--- config.mk ---
export PLATFORM = sky130hd
export DESIGN_NAME = uart_tx_gen2
export DESIGN_NICKNAME = d
export VERILOG_FILES = /design/src/rtl/uart_tx_gen2.sv
export SDC_FILE = /design/constraint.sdc
export NUM_CORES = 1
export LEC_CHECK = 0
export CAP_MARGIN = 5
export CORE_AREA = 2 2 74 76
export CTS_BUF_LIST = sky130_fd_sc_hd__clkbuf_16
export DETAILED_ROUTE_END_ITERATION = 16
export DIE_AREA = 0 0 76 78
export PLACE_DENSITY_LB_ADDON = 0.15
export SLEW_MARGIN = 30
export SYNTH_ARGS = -nofsm -noshare
export SYNTH_HDL_FRONTEND = slang
export SYNTH_SLANG_ARGS = --single-unit
export TNS_END_PERCENT = 10
--- constraint.sdc ---
create_clock -name Clock -period 2.4 [get_ports Clock]
set_input_delay 0.36 -clock Clock [delete_from_list [all_inputs] [get_ports Clock]]
set_output_delay 0.36 -clock Clock [all_outputs]
set_load 0.005 [all_outputs]
--- src/rtl/uart_tx_gen2.sv ---
// uart_tx_gen2 -- queued UART transmitter with programmable divisor, parity and stop bits.
// Build option: define UART_TX_FIFO_EN for a FIFO_DEPTH-entry transmit queue;
// otherwise a single holding register buffers one pending word.
//
// state  | meaning
// IDLE   | line high, waiting for a queued word
// START  | start bit (Tx=0)
// DATA   | shifting data bits out LSB first
// PARITY | parity bit (skipped when parity is off)
// STOP   | one or two stop bits (Tx=1)
`timescale 1ns/1ps
module uart_tx_gen2 #(
  parameter int DATA_W     = 9,
  parameter int DIV_W      = 8,
  parameter int FIFO_DEPTH = 4
) (
  input  logic              Clock,
  input  logic              Reset,
  input  logic              Start,
  input  logic [DATA_W-1:0] Data,
  input  logic [DIV_W-1:0]  Divisor,
  input  logic [1:0]        ParityMode,
  input  logic              StopBits,
  output logic              Tx,
  output logic              Busy,
  output logic              Full,
  output logic              Overrun
);

  localparam int BIT_W = $clog2(DATA_W);

  typedef enum logic [2:0] {IDLE, START, DATA, PARITY, STOP} state_t;

  state_t            state_q, state_d;
  logic              start_q, start_d;
  logic              start_prev_q, start_prev_d;
  logic [DIV_W-1:0]  cnt_q, cnt_d;
  logic [BIT_W-1:0]  bit_q, bit_d;
  logic [DATA_W-1:0] shift_q, shift_d;
  logic              tx_q, tx_d;
  logic [DIV_W-1:0]  div_q, div_d;
  logic              par_en_q, par_en_d;
  logic              par_q, par_d;
  logic              stop2_q, stop2_d;
  logic              stop_left_q, stop_left_d;
  logic              overrun_q, overrun_d;

  logic              write;
  logic              push;
  logic              pop;
  logic              q_empty;
  logic              q_full;
  logic [DATA_W-1:0] head;
  logic [DIV_W-1:0]  div_eff;
  logic              tick;
  logic              begin_frame;

  // A write is the rising edge of the registered Start; a pop in the same
  // cycle frees a slot so a write against a full queue is still taken.
  assign write     = start_q & ~start_prev_q;
  assign push      = write & (~q_full | pop);
  assign overrun_d = write & ~push;
  assign start_d      = Start;
  assign start_prev_d = start_q;

  assign div_eff = (Divisor == '0) ? DIV_W'(1) : Divisor;
  assign tick    = (cnt_q == '0);

`ifdef UART_TX_FIFO_EN
  localparam int PTR_W = $clog2(FIFO_DEPTH);

  logic [DATA_W-1:0] mem_q [FIFO_DEPTH];
  logic [DATA_W-1:0] mem_d [FIFO_DEPTH];
  logic [PTR_W-1:0]  wr_ptr_q, wr_ptr_d;
  logic [PTR_W-1:0]  rd_ptr_q, rd_ptr_d;
  logic [PTR_W:0]    count_q, count_d;

  assign q_empty = (count_q == '0);
  assign q_full  = (count_q == (PTR_W+1)'(FIFO_DEPTH));
  assign head    = mem_q[rd_ptr_q];

  // Queue bookkeeping: pointers wrap naturally at the power-of-two depth.
  always_comb begin
    mem_d    = mem_q;
    wr_ptr_d = wr_ptr_q;
    rd_ptr_d = rd_ptr_q;
    count_d  = count_q;
    if (push) begin
      mem_d[wr_ptr_q] = Data;
      wr_ptr_d        = wr_ptr_q + PTR_W'(1);
    end
    if (pop) begin
      rd_ptr_d = rd_ptr_q + PTR_W'(1);
    end
    if (push && !pop) begin
      count_d = count_q + (PTR_W+1)'(1);
    end else if (pop && !push) begin
      count_d = count_q - (PTR_W+1)'(1);
    end
  end

  // Queue storage; contents are don't-care while the count says empty.
  always_ff @(posedge Clock) begin
    mem_q <= mem_d;
  end

  // Queue pointers and occupancy.
  always_ff @(posedge Clock) begin
    if (!Reset) begin
      wr_ptr_q <= '0;
      rd_ptr_q <= '0;
      count_q  <= '0;
    end else begin
      wr_ptr_q <= wr_ptr_d;
      rd_ptr_q <= rd_ptr_d;
      count_q  <= count_d;
    end
  end
`else
  logic [DATA_W-1:0] hold_q, hold_d;
  logic              hold_vld_q, hold_vld_d;

  assign q_empty = ~hold_vld_q;
  assign q_full  = hold_vld_q;
  assign head    = hold_q;

  // Single holding register; a push in the pop cycle refills it.
  always_comb begin
    hold_d     = hold_q;
    hold_vld_d = hold_vld_q;
    if (pop) begin
      hold_vld_d = 1'b0;
    end
    if (push) begin
      hold_d     = Data;
      hold_vld_d = 1'b1;
    end
  end

  // Holding register state.
  always_ff @(posedge Clock) begin
    if (!Reset) begin
      hold_q     <= '0;
      hold_vld_q <= 1'b0;
    end else begin
      hold_q     <= hold_d;
      hold_vld_q <= hold_vld_d;
    end
  end
`endif

  // Frame sequencing: each bit lasts div_q cycles of the down-counter; the
  // frame configuration is captured when the word is popped into the shifter.
  always_comb begin
    state_d     = state_q;
    cnt_d       = cnt_q;
    bit_d       = bit_q;
    shift_d     = shift_q;
    tx_d        = tx_q;
    div_d       = div_q;
    par_en_d    = par_en_q;
    par_d       = par_q;
    stop2_d     = stop2_q;
    stop_left_d = stop_left_q;
    pop         = 1'b0;
    begin_frame = 1'b0;

    if (state_q != IDLE && !tick) begin
      cnt_d = cnt_q - DIV_W'(1);
    end

    case (state_q)
      IDLE: begin
        if (!q_empty) begin
          begin_frame = 1'b1;
        end
      end
      START: begin
        if (tick) begin
          state_d = DATA;
          tx_d    = shift_q[0];
          shift_d = shift_q >> 1;
          bit_d   = BIT_W'(DATA_W - 1);
          cnt_d   = div_q - DIV_W'(1);
        end
      end
      DATA: begin
        if (tick) begin
          cnt_d = div_q - DIV_W'(1);
          if (bit_q != '0) begin
            tx_d    = shift_q[0];
            shift_d = shift_q >> 1;
            bit_d   = bit_q - BIT_W'(1);
          end else if (par_en_q) begin
            state_d = PARITY;
            tx_d    = par_q;
          end else begin
            state_d     = STOP;
            tx_d        = 1'b1;
            stop_left_d = stop2_q;
          end
        end
      end
      PARITY: begin
        if (tick) begin
          state_d     = STOP;
          tx_d        = 1'b1;
          stop_left_d = stop2_q;
          cnt_d       = div_q - DIV_W'(1);
        end
      end
      STOP: begin
        if (tick) begin
          if (stop_left_q) begin
            stop_left_d = 1'b0;
            cnt_d       = div_q - DIV_W'(1);
          end else if (!q_empty) begin
            begin_frame = 1'b1;
          end else begin
            state_d = IDLE;
          end
        end
      end
      default: begin
        state_d = IDLE;
        tx_d    = 1'b1;
      end
    endcase

    if (begin_frame) begin
      pop      = 1'b1;
      state_d  = START;
      tx_d     = 1'b0;
      shift_d  = head;
      div_d    = div_eff;
      cnt_d    = div_eff - DIV_W'(1);
      par_en_d = (ParityMode == 2'b01) || (ParityMode == 2'b10);
      par_d    = (^head) ^ (ParityMode == 2'b10);
      stop2_d  = StopBits;
    end
  end

  // Transmitter state; reset aborts any frame and returns the line to idle.
  always_ff @(posedge Clock) begin
    if (!Reset) begin
      state_q      <= IDLE;
      start_q      <= 1'b0;
      start_prev_q <= 1'b0;
      cnt_q        <= '0;
      bit_q        <= '0;
      shift_q      <= '0;
      tx_q         <= 1'b1;
      div_q        <= DIV_W'(1);
      par_en_q     <= 1'b0;
      par_q        <= 1'b0;
      stop2_q      <= 1'b0;
      stop_left_q  <= 1'b0;
      overrun_q    <= 1'b0;
    end else begin
      state_q      <= state_d;
      start_q      <= start_d;
      start_prev_q <= start_prev_d;
      cnt_q        <= cnt_d;
      bit_q        <= bit_d;
      shift_q      <= shift_d;
      tx_q         <= tx_d;
      div_q        <= div_d;
      par_en_q     <= par_en_d;
      par_q        <= par_d;
      stop2_q      <= stop2_d;
      stop_left_q  <= stop_left_d;
      overrun_q    <= overrun_d;
    end
  end

  assign Tx      = tx_q;
  assign Busy    = (state_q != IDLE) | ~q_empty;
  assign Full    = q_full;
  assign Overrun = overrun_q;

endmodule

==> impl_metrics.json <==
{
  "clock_path_buffers": 2,
  "worst_hold_path_type": "flop to flop",
  "grt_pass1_wl_mm": 10.7,
  "place_hpwl_mm": 4.34,
  "ys_types": 49,
  "drive_above_1_share_pct": 12.4,
  "setup_viol": 0,
  "rsz0062_at_grt": "true",
  "finalWorstSetupSlack_ns": 0.105,
  "synth-async-reset-ratio_pct": 0,
  "diodes": 0,
  "worst_pin_slew_ns": 0.589,
  "start_kind": "flop",
  "synth-seq-area-share_pct": 36.3,
  "period_share_pct": 95.6,
  "cts_buffers": 5,
  "final-hold-violation-count": 0,
  "fin_nets": 408,
  "crit_arrival_ns": 2.50,
  "core_sq_um": 5040,
  "dieArea_sq_um": 5930,
  "synth-edff-count": 0,
  "place.gp.congestion": 0.847,
  "power_mw": 2.19,
  "cts_tree": "done",
  "filler_cell_count": 411,
  "ant_nets": 0,
  "ios": 27,
  "slew_violations": 0,
  "reg2reg_to": "shift_q[2]",
  "h-tree-depth": 2,
  "yosysTopAreaCell": "dfxtp_1",
  "cts_root_buf": "clkbuf_16",
  "syn_avg_cell_area_sq_um": 8.07,
  "gr-total-overflow": 0,
  "syn_nets": 371,
  "drc": 0,
  "cp.required_ns": 2.61,
  "dp_slack_ns": 0.0951,
  "criticalPathCategory": "flop to flop",
  "yosys.area.top_type_share_pct": 36.3,
  "cap_violations": 0,
  "ys_top_cells_by_area": "dfxtp_1, nand2_1, a21boi_0",
  "clk_latency_ns": 0.29,
  "skew_ns": 0.00732,
  "yosys_warnings": 0,
  "dr.pass1.iters": 4,
  "critPathCaptureType": "flop",
  "cts_num_sinks": 50,
  "syn_to_final_growth_pct": 24.1,
  "drt-initial-drc-count": 188,
  "ys_ff_latch": 50,
  "track_usage_pct": 21.9,
  "wl_per_cell_um": 13.9,
  "syn_area_sq_um": 2760,
  "num_vias": 2484,
  "grt_start_max_net_pins": 24,
  "initial_core_util_pct": 54.7,
  "antenna_found_initial": 0,
  "cts.clk_slew.worst_paths_ns": 0.07,
  "max_freq_mhz": 436,
  "synth_cells": 342,
  "peakVddDrop_uv": 368,
  "reg2reg_depth": 9,
  "cp_max_fo": 12,
  "die_w_um": 76,
  "hold_start": "start_prev_d",
  "relSlewSlack_pct": 60.6,
  "status": "completed",
  "postSynth.topFlopCell": "dfxtp_1",
  "power_leakage_nw": 1.27,
  "p_per_area_nw_per_um2": 641,
  "avgViaCountPerCell": 5.53,
  "wl_mm": 6.22,
  "worstHoldPathCells": 1,
  "die_h_um": 78,
  "first_global_vias": 2295,
  "final_util_pct": 67.9,
  "rows": 26,
  "reg2reg_from": "cnt_q[0]",
  "min_to": "start_prev_q",
  "rrSetupSlack_ns": 0.11,
  "port-buffer-count": 26,
  "post-route-min-period_ns": 2.29
}
-- kinds of logic (layout without fill, tap and decap cells) --
kind of cell	count (synthesis)	count (layout)	synth area share, %
buffers and inverters	34	71	4.94
and+or+nand+nor	144	144	25.6
muxes	13	13	4.76
xor gates and xnor gates	21	21	6.67
AOI/OAI and AO/OA	74	74	19.0
adders and majority gates	6	6	2.72
DFF	50	50	36.3
-- state kept, by name, indices dropped and copies added, names as in the netlist, 3 cells and up --
| register | flops |
|---|---|
| cnt_q | 8 |
| shift_q | 9 |
| bit_q | 4 |
| head | 9 |
| state_q | 3 |
| div_q | 8 |
-- layer usage --
metal,part of all wire (%),up-vias,track usage [%]
li1,-,1272,-
met1,50,1141,32.4
met2,44,69,33.3
met3,5.1,2,4.07
met4,0.34,0,4.91
met5,0,-,0
-- worst max-delay path: stages, from the launching register on --
cell and delay [ns]:
dfxtp_1 0.32, inv_2 0.07, ha_2 0.19, or4b_4 0.51
or2_4 0.28, buf_4 0.19, nor3_4 0.22, buf_4 0.18
a22oi_1 0.07, a21boi_0 0.18
-- metrics by stage --
stage | instances | cell area (sq um) | TNS [ns] | hold WS [ns]
after floorplan | 342 | 2760 | 0 | 0.421
after global placement | 437 | 3180 | 0 | 0.438
after detailed placement | 437 | 3180 | 0 | 0.441
after CTS | 444 | 3340 | 0 | 0.461
after global routing | 449 | 3420 | -0.0359 | 0.488
final | 449 | 3420 | 0 | 0.454
-- how the worst max path moves through the flow --
| stage | end | depth (start not counted) | from |
|---|---|---|---|
| after floorplan | bit_q[1] | 7 | cnt_q[0] |
| after global placement | cnt_q[4] | 8 | Divisor[3] |
| after detailed placement | cnt_q[3] | 9 | cnt_q[0] |
| after CTS | cnt_q[3] | 9 | cnt_q[0] |
| after global routing | shift_q[2] | 9 | cnt_q[0] |
| final | shift_q[2] | 9 | cnt_q[0] |
-- where the power goes --
part	leakage, nW	internal (mW)	switching [mW]
Sequential	0.407	0.871	0.0396
Combinational	0.782	0.238	0.253
Clock	0.0799	0.488	0.304
Total	1.27	1.60	0.597
-- cell usage in the layout, fill, tap and decap left out, drive strengths merged, types with 3 or more instances in the layout --
master,count
a21boi,20
nor3,13
nand3,18
dfxtp,50
a22oi,8
xnor2,16
clkbuf,5
and3,6
o221a,3
nor2b,8
clkdlybuf4s50,26
a21oi,7
o21ai,14
mux2i,12
xor2,5
nand2b,3
nand2,58
o31ai,3
inv,14
a31oi,3
o311a,3
o21a,3
or3,8
ha,6
buf,24
nor2,15
-- synthesized netlist by cell type (all sizes together) (3+ instances only) --
cell type,number
a21oi,7
xnor2,16
a31oi,3
o221a,3
nor3,13
o311a,3
a21boi,20
dfxtp,50
nand2,58
o31ai,3
nor2,15
nand3,18
inv,14
o21ai,14
nand2b,3
mux2i,12
buf,5
nor2b,8
a22oi,8
clkbuf,15
ha,6
and3,6
o21a,3
or3,8
xor2,5
-- layout make-up --
type                       instances  area, sq um  area share (%)
clock buffer                       5          125            3.65
clock inverter                     2         38.8            1.13
inverter                          14         52.6            1.54
multi-input combinational        258         1660            48.4
sequential                        50         1000            29.2
tap                               70         87.6            2.56
timing repair buffer              50          460            13.5
-- repair_timing --
action,CTS,global route
hold buffers,0,0
endpoints found under the setup margin,0,35
gates resized for setup,0,15
buffers inserted,0,3
Power figures use the tool's default switching activity.
